## src/rtl/ws2812b_frame_scheduler_if.sv

```systemverilog
// Pixel handshake between the frame scheduler and the ws2812b serializer.
// The scheduler offers one colour at a time; the serializer paces it with drv_ready.
interface ws2812b_frame_scheduler_if;
  logic [23:0] drv_data;
  logic        drv_valid;
  logic        drv_latch;
  logic        drv_ready;

  modport master (output drv_data, output drv_valid, output drv_latch, input drv_ready);
  modport slave  (input drv_data, input drv_valid, input drv_latch, output drv_ready);
endinterface

```

## src/rtl/ws2812b_frame_scheduler.sv

```systemverilog
// Indexed framebuffer + 4-entry GRB palette; streams whole frames to the ws2812b
// serializer on an explicit start or a timed auto-refresh tick.
module ws2812b_frame_scheduler #(
  parameter int NUM_LEDS  = 16,
  parameter int REFRESH_W = 16,
  localparam int AW       = $clog2(NUM_LEDS)
) (
  input  logic                 clk,
  input  logic                 rst_n,
  input  logic                 pal_we,
  input  logic [1:0]           pal_sel,
  input  logic [23:0]          pal_color,
  input  logic                 pix_we,
  input  logic [AW-1:0]        pix_addr,
  input  logic [1:0]           pix_idx,
  input  logic                 start,
  input  logic                 auto_en,
  input  logic [REFRESH_W-1:0] refresh_period,
  output logic                 busy,
  output logic                 frame_done,
  ws2812b_frame_scheduler_if.master drv
);

  typedef enum logic [1:0] {
    ST_IDLE   = 2'd0,
    ST_ISSUE  = 2'd1,
    ST_ACCEPT = 2'd2,
    ST_DONE   = 2'd3
  } state_t;

  localparam logic [AW-1:0] LAST_PTR = AW'(NUM_LEDS - 1);
  localparam logic [AW:0]   LED_CNT  = (AW + 1)'(NUM_LEDS);

  logic [23:0]          pal_r [4];
  logic [1:0]           pix_r [NUM_LEDS];

  state_t               state_r, state_s;
  logic [AW-1:0]        ptr_r, ptr_s;
  logic [REFRESH_W-1:0] cnt_r, cnt_s;
  logic                 pending_r, pending_s;
  logic                 busy_r, busy_s;
  logic                 frame_done_r, frame_done_s;
  logic [23:0]          drv_data_r, drv_data_s;
  logic                 drv_valid_r, drv_valid_s;
  logic                 drv_latch_r, drv_latch_s;

  // Palette and framebuffer write ports, open in every state
  always_ff @(posedge clk or negedge rst_n) begin
    if (!rst_n) begin
      for (int i = 0; i < 4; i++) begin
        pal_r[i] <= 24'h000000;
      end
      for (int i = 0; i < NUM_LEDS; i++) begin
        pix_r[i] <= 2'b00;
      end
    end else begin
      if (pal_we) begin
        pal_r[pal_sel] <= pal_color;
      end
      if (pix_we && ({1'b0, pix_addr} < LED_CNT)) begin
        pix_r[pix_addr] <= pix_idx;
      end
    end
  end

  // Sequencer next-state and registered-output values
  always_comb begin
    state_s      = state_r;
    ptr_s        = ptr_r;
    cnt_s        = cnt_r;
    busy_s       = busy_r;
    frame_done_s = 1'b0;
    drv_data_s   = drv_data_r;
    drv_valid_s  = drv_valid_r;
    drv_latch_s  = drv_latch_r;
    // A start seen mid-frame queues at most one follow-up frame
    if (busy_r && start) begin
      pending_s = 1'b1;
    end else begin
      pending_s = pending_r;
    end

    case (state_r)
      ST_IDLE: begin
        if (start || (auto_en && (cnt_r == refresh_period))) begin
          state_s = ST_ISSUE;
          ptr_s   = {AW{1'b0}};
          busy_s  = 1'b1;
          cnt_s   = {REFRESH_W{1'b0}};
        end else if (auto_en) begin
          cnt_s = cnt_r + REFRESH_W'(1);
        end else begin
          cnt_s = {REFRESH_W{1'b0}};
        end
      end
      ST_ISSUE: begin
        if (drv.drv_ready) begin
          drv_valid_s = 1'b1;
          drv_data_s  = pal_r[pix_r[ptr_r]];
          drv_latch_s = (ptr_r == LAST_PTR);
          state_s     = ST_ACCEPT;
        end else begin
          state_s = ST_ISSUE;
        end
      end
      ST_ACCEPT: begin
        if (!drv.drv_ready) begin
          drv_valid_s = 1'b0;
          drv_latch_s = 1'b0;
          if (ptr_r == LAST_PTR) begin
            state_s = ST_DONE;
          end else begin
            ptr_s   = ptr_r + AW'(1);
            state_s = ST_ISSUE;
          end
        end else begin
          state_s = ST_ACCEPT;
        end
      end
      ST_DONE: begin
        if (drv.drv_ready) begin
          frame_done_s = 1'b1;
          cnt_s        = {REFRESH_W{1'b0}};
          if (pending_r || start) begin
            pending_s = 1'b0;
            ptr_s     = {AW{1'b0}};
            state_s   = ST_ISSUE;
          end else begin
            busy_s  = 1'b0;
            state_s = ST_IDLE;
          end
        end else begin
          state_s = ST_DONE;
        end
      end
      default: begin
        state_s     = ST_IDLE;
        busy_s      = 1'b0;
        drv_valid_s = 1'b0;
        drv_latch_s = 1'b0;
      end
    endcase
  end

  // Sequencer state and output registers
  always_ff @(posedge clk or negedge rst_n) begin
    if (!rst_n) begin
      state_r      <= ST_IDLE;
      ptr_r        <= {AW{1'b0}};
      cnt_r        <= {REFRESH_W{1'b0}};
      pending_r    <= 1'b0;
      busy_r       <= 1'b0;
      frame_done_r <= 1'b0;
      drv_data_r   <= 24'h000000;
      drv_valid_r  <= 1'b0;
      drv_latch_r  <= 1'b0;
    end else begin
      state_r      <= state_s;
      ptr_r        <= ptr_s;
      cnt_r        <= cnt_s;
      pending_r    <= pending_s;
      busy_r       <= busy_s;
      frame_done_r <= frame_done_s;
      drv_data_r   <= drv_data_s;
      drv_valid_r  <= drv_valid_s;
      drv_latch_r  <= drv_latch_s;
    end
  end

  assign busy          = busy_r;
  assign frame_done    = frame_done_r;
  assign drv.drv_data  = drv_data_r;
  assign drv.drv_valid = drv_valid_r;
  assign drv.drv_latch = drv_latch_r;

endmodule

```

## src/flat_wrapper.sv

```systemverilog
// flat-port wrapper written by rule: the top's interface ports become plain ports
module ws2812b_frame_scheduler_flat 
#(
  parameter int NUM_LEDS  = 16,
  parameter int REFRESH_W = 16,
  localparam int AW       = $clog2(NUM_LEDS)
)
  (clk, rst_n, pal_we, pal_sel, pal_color, pix_we, pix_addr, pix_idx, start, auto_en, refresh_period, busy, frame_done, drv_drv_data, drv_drv_valid, drv_drv_latch, drv_drv_ready);
  ws2812b_frame_scheduler_if drv_i ();
  input  logic clk;
  input  logic rst_n;
  input  logic pal_we;
  input  logic [1:0] pal_sel;
  input  logic [23:0] pal_color;
  input  logic pix_we;
  input  logic [AW-1:0] pix_addr;
  input  logic [1:0] pix_idx;
  input  logic start;
  input  logic auto_en;
  input  logic [REFRESH_W-1:0] refresh_period;
  output logic busy;
  output logic frame_done;
  output wire logic [$bits(drv_i.drv_data)-1:0] drv_drv_data;
  output wire logic [$bits(drv_i.drv_valid)-1:0] drv_drv_valid;
  output wire logic [$bits(drv_i.drv_latch)-1:0] drv_drv_latch;
  input wire logic [$bits(drv_i.drv_ready)-1:0] drv_drv_ready;
  assign drv_drv_data = drv_i.drv_data;
  assign drv_drv_valid = drv_i.drv_valid;
  assign drv_drv_latch = drv_i.drv_latch;
  assign drv_i.drv_ready = drv_drv_ready;
  ws2812b_frame_scheduler #(.NUM_LEDS(NUM_LEDS), .REFRESH_W(REFRESH_W)) u_core (.clk(clk), .rst_n(rst_n), .pal_we(pal_we), .pal_sel(pal_sel), .pal_color(pal_color), .pix_we(pix_we), .pix_addr(pix_addr), .pix_idx(pix_idx), .start(start), .auto_en(auto_en), .refresh_period(refresh_period), .busy(busy), .frame_done(frame_done), .drv(drv_i));
endmodule
```

## config.mk

```make
export PLATFORM = sky130hd
export DESIGN_NAME = ws2812b_frame_scheduler_flat
export DESIGN_NICKNAME = d
export VERILOG_FILES = /design/src/rtl/ws2812b_frame_scheduler_if.sv /design/src/rtl/ws2812b_frame_scheduler.sv /design/src/flat_wrapper.sv
export SDC_FILE = /design/constraint.sdc
export NUM_CORES = 1
export LEC_CHECK = 0
export ABC_CLOCK_PERIOD_IN_PS = 2200
export BUFFER_PORTS_ARGS = -buffer_cell sky130_fd_sc_hd__clkbuf_2
export CAP_MARGIN = 10
export CORE_MARGIN = 2
export CORE_UTILIZATION = 53
export CTS_BUF_LIST = sky130_fd_sc_hd__clkbuf_16
export DETAILED_ROUTE_END_ITERATION = 16
export PLACE_DENSITY = 0.76
export SLEW_MARGIN = 5
export SYNTH_ARGS = -nofsm -noshare
export SYNTH_HDL_FRONTEND = slang
export SYNTH_SLANG_ARGS = --single-unit
```

## constraint.sdc

```tcl
create_clock -name clk -period 2.2 [get_ports clk]
set_input_delay 0.11 -clock clk [delete_from_list [all_inputs] [get_ports clk]]
set_output_delay 0.11 -clock clk [all_outputs]
set_load 0.03 [all_outputs]
```

==> results.md <==
- Clock skew: 0.01064 ns
- Final Wtd Congestion: 0.8814
- Vias in the first global route: 5792
- Post-Layout Cell Count: 957
- Ys flop type: dfrtp_1
- P_sw: 3808 uW
- Area of the core: 15150 um^2
- Post-synthesis cell count: 635
- Worst setup margin: 0.1184 ns
- Fin area: 9857 um^2
- Leakage: 0.004398 uW
- Status: completed
- Final Slew Violations: 0
- Port Buffers: 82
- R2R cell count: 7
- Initial Utilization: 0.5408
- Yosys warnings: 0
- Iteration-0 DRC Markers: 392
- Top-area cell type share of the netlist area: 0.5469
- Remaining antenna violation count: 0
- Antenna Cells: 0
- Worst EP required: 2.50 ns
- Worst Hold Path EP: u_core.pending_r
- Final #Nets: 813
- Max Clk Rate: 0.4804 GHz
- Max_cap viols: 0
- Min-delay src: start
- Worst Setup End Kind: register
- Clock insertion delay at the later pin of the skew report: 0.43 ns
- Register area share after synthesis: 0.5469
- DP Area: 8932 um^2
- Synthesized flop and latch total: 179
- Die Y: 128.3 um
- Clock-pin slew on the worst setup and hold paths: 0.07 ns
- Area Overhead vs Synth: 20.35%
- Cell accounting for the most synthesized area: dfrtp_1
- Initial antenna violation count: 0
- Largest net degree at the start of global routing: 71
- Post-synth EDFFs: 0
- Setup slack, reg-to-reg: 0.12 ns
- Synth cell types: 50
- Ports: 83
- Detailed-route via count: 5647
- R2R Path Start: u_core.ptr_r[0]
- Synth top area cells: dfrtp_1 (55%), mux2_2 (18%), mux2i_1 (6.7%)
- Top-count cell post-synth: dfrtp_1
- Tightest Pin Transition: 0.7365 ns
- Die area: 16460 um^2
- DRC Markers: 0
- Sw frac: 0.3416
- CTS tree: yes
- Critical setup path kind: reg2reg
- Cells after DPL: 896
- Synth Net Count: 692
- Sequential share of power: 0.407
- Hold slack final: 0.04231 ns
- HPWL after DPL: 11740 um
- Worst IR drop on VDD: 0.6689 mV
- TritonCTS Sinks: 179
- P_int: 7337 uW
- GRT Total Usage: 0.2304
- Endpoints failing setup: 0
- Max Buffers Root-to-Sink: 2
- Routed wire length: 18160 um
- Endpoints failing hold: 0
- Power density over the cells: 1131 nW/um^2
- RSZ-0062 raised after global routing: no
- Clk Tree Root Cell: clkbuf_16
- Tcrit/Tclk final: 0.9462
- Post-Syn Area: 8190 um^2
- H-tree levels: 4
- Setup WS pre-CTS: -0.07288 ns
- Vias per cell: 5.901
- Grt total ovfl: 0
- Min-delay worst type: in2reg
- Drt wl/cell: 18.97 um
- DRT Pass-1 Iters: 4
- Final worst path period need: 2.082 ns
- Worst R2R End: u_core.drv.drv_data[9]
- Syn_area_per_cell: 12.90 um^2
- First-pass GRT wire length: 29010 um
- Hold Path Cell Cnt: 3
- Setup crit start kind: register
- Share of layout cells above drive strength 1: 0.3693
- Cts bufs inserted: 17
- Clk network pwr share: 0.268
- Rows: 45
- Combinational share of power: 0.325
- Async SR Flop Fraction: 1.000
- Arrival @ worst endpoint: 2.38 ns
- Crit-path max FO: 9
- Slew headroom: 0.5072
- Synth cell count leaders: dfrtp_1 (179), mux2_2 (129), mux2i_1 (55)
- Die Wd: 128.3 um
-- registers in the layout, indices dropped and copies added, names as in the netlist --
| name | cells |
|---|---|
| u_core.busy | 1 |
| u_core.cnt_r | 16 |
| u_core.drv.drv_data | 24 |
| u_core.drv.drv_latch | 1 |
| u_core.drv.drv_valid | 1 |
| u_core.frame_done | 1 |
| u_core.pal_r | 96 |
| u_core.pending_r | 1 |
| u_core.pix_r | 32 |
| u_core.ptr_r | 4 |
| u_core.state_r | 2 |
-- power groups by stage --
| stage | logic, uW | registers [uW] | clock network, uW |
|---|---|---|---|
| floorplan | 2060 | 4870 | 0 |
| global placement | 3280 | 4540 | 0 |
| detailed placement | 3410 | 4590 | 0 |
| CTS | 3470 | 4540 | 3040 |
| global route | 3890 | 4620 | 3190 |
| finish | 3620 | 4540 | 2980 |
-- timing repair --
action	4_1_cts	5_1_grt
hold buffers	25	0
pin swaps	0	1
resized for setup	1	2
setup endpoints to repair	20	23
endpoints found under the hold margin	149	0
gates cloned	0	2
setup buffers	0	2
-- layout make-up --
class / instances / area, um^2
Fill cell: 1095 / 5289
Clock buffer: 17 / 425.4
Inverter: 8 / 30.03
Tap cell: 188 / 235.2
Timing Repair Buffer: 137 / 1015
Clock inverter: 15 / 163.9
Multi-Input combinational cell: 413 / 3506
Sequential cell: 179 / 4482
-- placed cells by master, fill, tap and decap left out, types with 2 or more instances in the layout --
master	instances
dfrtp_1	177
mux2_2	129
clkbuf_2	81
mux2i_1	55
nand2_1	50
dlygate4sd3_1	25
o221ai_1	24
nor2_1	23
buf_4	21
clkbuf_16	19
a21oi_1	14
xnor2_1	13
nand3_1	11
a31oi_1	10
inv_1	8
nand2b_1	7
o21ai_0	7
buf_12	7
nand3b_1	5
xor2_1	5
a22o_1	5
mux4_2	5
nand4_1	4
o21ai_1	4
a221oi_1	4
inv_8	4
nor4_1	3
a41oi_1	3
a21o_1	3
inv_6	3
clkinv_4	3
or3_1	2
and3_1	2
nor3b_1	2
o22ai_1	2
nor2b_1	2
ha_1	2
clkinvlp_4	2
dfrtp_2	2
-- cell families after synthesis --
| family | count (synthesis) | share of synthesized area |
|---|---|---|
| xor+xnor | 18 | 0.01925 |
| flops | 179 | 0.5469 |
| compound gates | 85 | 0.07547 |
| simple gates | 118 | 0.06752 |
| fa+ha+maj | 2 | 0.003055 |
| mux | 190 | 0.2615 |
| buf+inv | 43 | 0.02627 |
-- worst max-delay path, cell delays in order, from the launching register on --
cell,delay [ns]
dfrtp_2,0.39
buf_12,0.12
mux4_2,0.50
o21ai_1,0.23
nand2_4,0.18
buf_12,0.19
mux2i_1,0.18
o221ai_1,0.15
-- per-stage QoR --
stage	util	setup TNS, ns	total power, uW
after floorplan	-	0	6926
after global placement	0.5898	0	7822
after global routing	0.6508	0	11690
after CTS	0.6453	0	11050
final	0.6508	0	11140
after detailed placement	0.5898	-0.4942	8008
-- how the worst max path moves through the flow --
stage | startpoint | end | slack (ns)
final | u_core.ptr_r[0] | u_core.drv.drv_data[9] | 0.12
after global routing | u_core.ptr_r[0] | u_core.drv.drv_data[17] | 0.01
after CTS | u_core.ptr_r[0] | u_core.drv.drv_data[17] | 0.03
after detailed placement | u_core.ptr_r[0] | u_core.drv.drv_data[17] | -0.07
after global placement | u_core.ptr_r[0] | u_core.drv.drv_data[22] | 0.08
after floorplan | u_core.ptr_r[0] | u_core.drv.drv_data[14] | 0.11
-- layer usage --
metal  vias to the layer above  GRT usage  part of all wire
li1                       2575          -                 -
met1                      2890     0.2815              0.42
met2                       149     0.4061              0.52
met3                        33    0.03756             0.031
met4                         0    0.09890             0.024
met5                         -          0                 0
Power figures use the tool's default switching activity.
